`src/rtl/imem_fetch_sequencer.sv`:
```
// Byte-serial instruction fetch: reads four bytes per instruction from a byte-wide memory,
// assembles a big-endian word and hands it to decode over a valid/ready handshake.
module imem_fetch_sequencer #(
  parameter int                    ADDR_WIDTH = 32,
  parameter logic [ADDR_WIDTH-1:0] RESET_PC   = '0
) (
  input  logic                  clk,
  input  logic                  rst_n,
  input  logic                  fetch_en,
  input  logic                  redirect_valid,
  input  logic [ADDR_WIDTH-1:0] redirect_pc,
  output logic                  mem_rd,
  output logic [ADDR_WIDTH-1:0] mem_addr,
  input  logic [7:0]            mem_rdata,
  output logic [31:0]           instr,
  output logic [ADDR_WIDTH-1:0] instr_pc,
  output logic                  instr_valid,
  input  logic                  instr_ready,
  output logic                  align_err
);

  typedef enum logic [1:0] {IDLE, ISSUE, DRAIN, HOLD} state_t;

  state_t                  state, state_next;
  logic [1:0]              byte_idx, byte_idx_next;
  logic [ADDR_WIDTH-1:0]   pc;
  logic [23:0]             partial;
  logic                    accept;

  always_ff @(posedge clk or negedge rst_n) begin
    if (!rst_n) begin
      state    <= IDLE;
      byte_idx <= 2'd0;
    end else begin
      state    <= state_next;
      byte_idx <= byte_idx_next;
    end
  end

  // A redirect overrides whatever the state machine would otherwise do.
  always_comb begin
    state_next    = state;
    byte_idx_next = byte_idx;
    mem_rd        = 1'b0;
    mem_addr      = pc;
    accept        = instr_valid && instr_ready;
    case (state)
      IDLE: begin
        if (fetch_en) begin
          state_next    = ISSUE;
          byte_idx_next = 2'd0;
        end
      end
      ISSUE: begin
        mem_rd   = 1'b1;
        mem_addr = pc + ADDR_WIDTH'(byte_idx);
        if (byte_idx == 2'd3) begin
          state_next = DRAIN;
        end else begin
          byte_idx_next = byte_idx + 2'd1;
        end
      end
      DRAIN: begin
        state_next = HOLD;
      end
      HOLD: begin
        if (accept) begin
          state_next    = fetch_en ? ISSUE : IDLE;
          byte_idx_next = 2'd0;
        end
      end
      default: begin
        state_next = IDLE;
      end
    endcase
    if (redirect_valid) begin
      state_next    = fetch_en ? ISSUE : IDLE;
      byte_idx_next = 2'd0;
    end
  end

  // Read data trails the strobe by a cycle, so ISSUE byte b captures byte b-1 and DRAIN takes the last one.
  always_ff @(posedge clk or negedge rst_n) begin
    if (!rst_n) begin
      pc          <= RESET_PC;
      partial     <= 24'd0;
      instr       <= 32'd0;
      instr_pc    <= '0;
      instr_valid <= 1'b0;
      align_err   <= 1'b0;
    end else begin
      align_err <= redirect_valid && (redirect_pc[1:0] != 2'b00);
      if (redirect_valid) begin
        pc          <= {redirect_pc[ADDR_WIDTH-1:2], 2'b00};
        instr_valid <= 1'b0;
      end else begin
        if (state == ISSUE && byte_idx != 2'd0) begin
          partial <= {partial[15:0], mem_rdata};
        end
        if (state == DRAIN) begin
          instr       <= {partial, mem_rdata};
          instr_pc    <= pc;
          instr_valid <= 1'b1;
        end
        if (accept) begin
          pc          <= pc + ADDR_WIDTH'(4);
          instr_valid <= 1'b0;
        end
      end
    end
  end

endmodule

```
`config.mk`:
```
export PLATFORM = sky130hd
export DESIGN_NAME = imem_fetch_sequencer
export DESIGN_NICKNAME = d
export VERILOG_FILES = /design/src/rtl/imem_fetch_sequencer.sv
export SDC_FILE = /design/constraint.sdc
export NUM_CORES = 1
export LEC_CHECK = 0
export ABC_AREA = 1
export CORE_ASPECT_RATIO = 0.6
export CORE_MARGIN = 5
export CORE_UTILIZATION = 42
export CTS_CLUSTER_SIZE = 30
export DETAILED_ROUTE_END_ITERATION = 10
export HOLD_SLACK_MARGIN = 0.15
export PLACE_DENSITY_LB_ADDON = 0.25
export SKIP_CTS_REPAIR_TIMING = 1
export SYNTH_ARGS = -nofsm -noshare
export SYNTH_HDL_FRONTEND = slang
export SYNTH_SLANG_ARGS = --single-unit
```
`constraint.sdc`:
```
create_clock -name clk -period 2.3 [get_ports clk]
set_clock_uncertainty 0.1 [all_clocks]
set_input_delay 0.345 -clock clk [delete_from_list [all_inputs] [get_ports clk]]
set_output_delay 0.345 -clock clk [all_outputs]
set_load 0.01 [all_outputs]
```
==> impl.org <==
** Global routing
- Met2 routing resource usage after global routing :: between 20% and 30%
- Largest net degree at the start of global routing :: a little under 50
- Global routing consumed, on the met1 layer, between 30% and 40% of the routing resources.
- For met3 alone, demand over resource in global routing was 6.141%.
- Vias in the first global route :: 5,116
- After global routing the overflow that remains totals 0.
- Initial antenna violation count :: 0
- Global routing used 20.77% of the available tracks across all layers.
- Wire length of the first global-routing pass :: between 20 and 30 mm
- Most Crowded Layer GR :: met1

** Worst setup path
- Nature of the critical path startpoint :: register
- Data required time at the worst endpoint :: around 1.9 ns
- The number of cells on the worst reg-to-reg path is 8.
- The endpoint identified for the worst register-to-register timing path is pc[12].
- For the worst setup path, the data arrival time is around 1.8 ns.
- Worst Path Class, Setup :: reg -> out
- In this run the register-to-register setup slack is 0.38 ns.
- Critical Path Fanout Max :: 6
- STA classifies the critical path endpoint as an output pin.
- Reg-to-reg startpoint :: pc[3]

** Synth
- Total of warnings raised by yosys :: 0
- In the synthesized netlist the async set-or-reset flop fraction comes to 100.0%.
- For this run, the register share of the synthesized area comes to 52.26%.
- Yosys mapped a number of flops with a built-in enable equal to 0.
- Gate count after technology mapping :: roughly 730
- Netlist Area Pre-Place :: between 0.005 and 0.006 mm2
- Dominant register cell in the synthesized netlist :: sky130_fd_sc_hd__dfrtp_1
- Dividing the synthesized area by the synthesized cell count gives 8.058 um2.
- The number of different library cells used by synthesis comes to 31.
- Flops & latches, synth :: 122

** Route
- Via/cell ratio :: between 5 and 6
- Routed wirelength normalized by instance count :: 16.32 um
- Final wirelength :: 16.86 mm
- Post-DRT Antenna Nets :: 0
- After the first detailed-routing iteration, the DRC count stood at roughly 420.
- For this run, the detailed router's first-pass iteration total came to 6.
- Summing over every cut layer, the via total after detailed routing is 5,195.
- # DRC :: 0

** Place
- Detailed placement ended at an HPWL of approximately 12 mm.
- Port Buffers :: ~140
- Area after detailed placement :: 0.007375 mm2
- Final estimated routing congestion in global placement :: ~0.87

** STA
- Post-route clock period utilization :: between 90% and 100%
- FMAX :: 455.7 MHz
- The max-slew violation count came to 0.
- Setup repair after global routing left no endpoint under its margin.
- Count of final setup violators :: 0
- Final critical path time including I/O delays and setup :: around 2.2 ns
- Normalized max-slew margin :: roughly 63%
- For the pin with the worst max-slew slack, the measured transition is between 0.5 and 0.6 ns.
- Hold violation count in the final report :: 0

** Clocking
- In this run the deepest clock path goes through 2 buffers.
- Clock tree from TritonCTS :: yes
- Counting every sink on the clock net gives 122.
- At the later pin of the worst-skew pair, clock insertion delay measures between 0.4 and 0.5 ns.
- Clock Tree Root :: sky130_fd_sc_hd__clkbuf_16
- H-tree Lvls :: 4
- After clock tree synthesis, the clock-pin slew on the worst setup and hold paths is 0.06 ns.
- CTS Buf Count :: 17

** Power
- Leakage power total :: 3.733 nW
- The design draws 9.197 mW.
- IR drop worst, VDD :: about 0.54 mV
- In this run the power density over the cells is 1148 mW/mm2.

** Die
- Die W :: about 160 um
- The die is between 100 and 150 um tall.
- Total I/O pin count :: 144
- The core region is 0.01363 mm2.
- The floorplan has 33 rows.
- The floorplan step defined a die boundary enclosing roughly 0.016 mm2.
- Initial Utilization :: 42.87%

** Status
- The flow ran to the end, and the final reports show no timing, DRC or antenna violations.

** Job
- The tool flagged a number of max-cap violations equal to 0.

** Cells and area
- Antenna diode count :: 0
- Share of post-route cells with drive strength above 1 :: under 10%
- Area delta synth->final :: 37.14%
- Total number of nets in the final design :: between 800 and 900
- With fillers left out, the area of the finished cells amounts to 0.008011 mm2.

** Hold path
- The tightest min-delay check is of the in -> async type.
## per-layer routing
layer / vias up / wire length, um
met5: - / 0
met4: 0 / 151
met3: 16 / 1564
met2: 224 / 7087
met1: 2446 / 8055
li1: 2509 / -
## layout make-up
class / count / area (um2)
well taps: 175 / 219.0
multi-input cells: 464 / 2253
clock buffers: 17 / 425.4
flip-flops and latches: 122 / 3053
fillers: 1164 / 5614
repair buffers: 158 / 1564
clock inverters: 15 / 188.9
inverters: 82 / 307.8
## stage by stage
step                std cells  hold WS, ns  TNS [ns]  setup slack [ns]  util [%]
detailed placement       1000       0.2802         0            0.1724     54.12
finish                   1033       0.3725         0            0.1054     58.80
floorplan                 726     -0.05059         0            0.5920         -
CTS                      1032      -0.1557   -0.1125          -0.05667     58.63
global placement         1000       0.2696         0            0.2183     54.12
global route             1033       0.3962         0           0.02921     58.80
## state kept, by name, indices dropped and copies added (netlist names)
signal and cells:
instr 32, instr_pc 30, pc 30, partial 24
byte_idx 2, state 2, align_err 1, instr_valid 1
## critical path, stage by stage (launching register included)
cell and delay [ns]:
sky130_fd_sc_hd__dfrtp_1 0.41, sky130_fd_sc_hd__inv_2 0.11, sky130_fd_sc_hd__ha_4 0.17, sky130_fd_sc_hd__nand2_1 0.06, sky130_fd_sc_hd__inv_1 0.06, sky130_fd_sc_hd__clkdlybuf4s50_1 0.53
## how the worst max path moves through the flow
stage	from	to	slack (ns)	cells after the start
after global placement	redirect_valid	partial[20]	0.22	6
final	state[1]	mem_addr[0]	0.11	5
after CTS	state[1]	mem_addr[1]	-0.06	5
after global routing	state[1]	mem_addr[1]	0.03	5
after detailed placement	redirect_valid	partial[21]	0.17	6
after floorplan	state[1]	partial[17]	0.59	9
## cell usage after synthesis (4+ instances only)
cell type                  number  share of area [%]
sky130_fd_sc_hd__a21oi_1        6               0.51
sky130_fd_sc_hd__buf_2         15                1.3
sky130_fd_sc_hd__clkbuf_1      40                2.6
sky130_fd_sc_hd__dfrtp_1      122                 52
sky130_fd_sc_hd__ha_1           7                1.5
sky130_fd_sc_hd__inv_1         82                5.3
sky130_fd_sc_hd__mux2_2         9                1.7
sky130_fd_sc_hd__nand2_1      207                 13
sky130_fd_sc_hd__nand2_2        4               0.43
sky130_fd_sc_hd__nand3_1       48                4.1
sky130_fd_sc_hd__nor2_1        47                3.0
sky130_fd_sc_hd__nor2_2         5               0.54
sky130_fd_sc_hd__nor2_4         5               0.96
sky130_fd_sc_hd__o211ai_1       4               0.51
sky130_fd_sc_hd__o21ai_0       91                7.8
sky130_fd_sc_hd__o21ai_1        7               0.60
sky130_fd_sc_hd__xor2_1         6               0.90
## placed cells by master (no fill, tap or decap), types with 6 or more instances in the layout
cell and n:
sky130_fd_sc_hd__nand2_1 206, sky130_fd_sc_hd__clkdlybuf4s50_1 140, sky130_fd_sc_hd__dfrtp_1 122, sky130_fd_sc_hd__o21ai_0 91
sky130_fd_sc_hd__inv_1 81, sky130_fd_sc_hd__nand3_1 48, sky130_fd_sc_hd__nor2_1 47, sky130_fd_sc_hd__clkbuf_16 17
sky130_fd_sc_hd__buf_4 15, sky130_fd_sc_hd__mux2_2 9, sky130_fd_sc_hd__o21ai_1 7, sky130_fd_sc_hd__a21oi_1 6
sky130_fd_sc_hd__xor2_1 6, sky130_fd_sc_hd__ha_1 6
## logic make-up (layout without fill, tap and decap cells)
group                      count (synthesis)  count (layout)  share of synthesized area, %
and+or+nand+nor                          322             322                         23.17
buffers and inverters                    140             272                         9.574
DFF                                      122             122                         52.26
AOI/OAI and AO/OA                        117             117                         10.64
muxes                                      9               9                         1.735
adders and majority gates                  7               7                         1.499
xor gates and xnor gates                   7               7                         1.049
other                                      1               2                       0.06419
## report_power, final
part / total (mW) / leakage (nW) / internal (mW) / switching (mW)
Combinational: 2.98 / 1.88 / 1.53 / 1.45
Clock: 2.79 / 0.301 / 1.73 / 1.06
Sequential: 3.43 / 1.55 / 2.88 / 0.549
Total: 9.20 / 3.73 / 6.13 / 3.06
No activity file was read; power rests on OpenSTA's default activity.
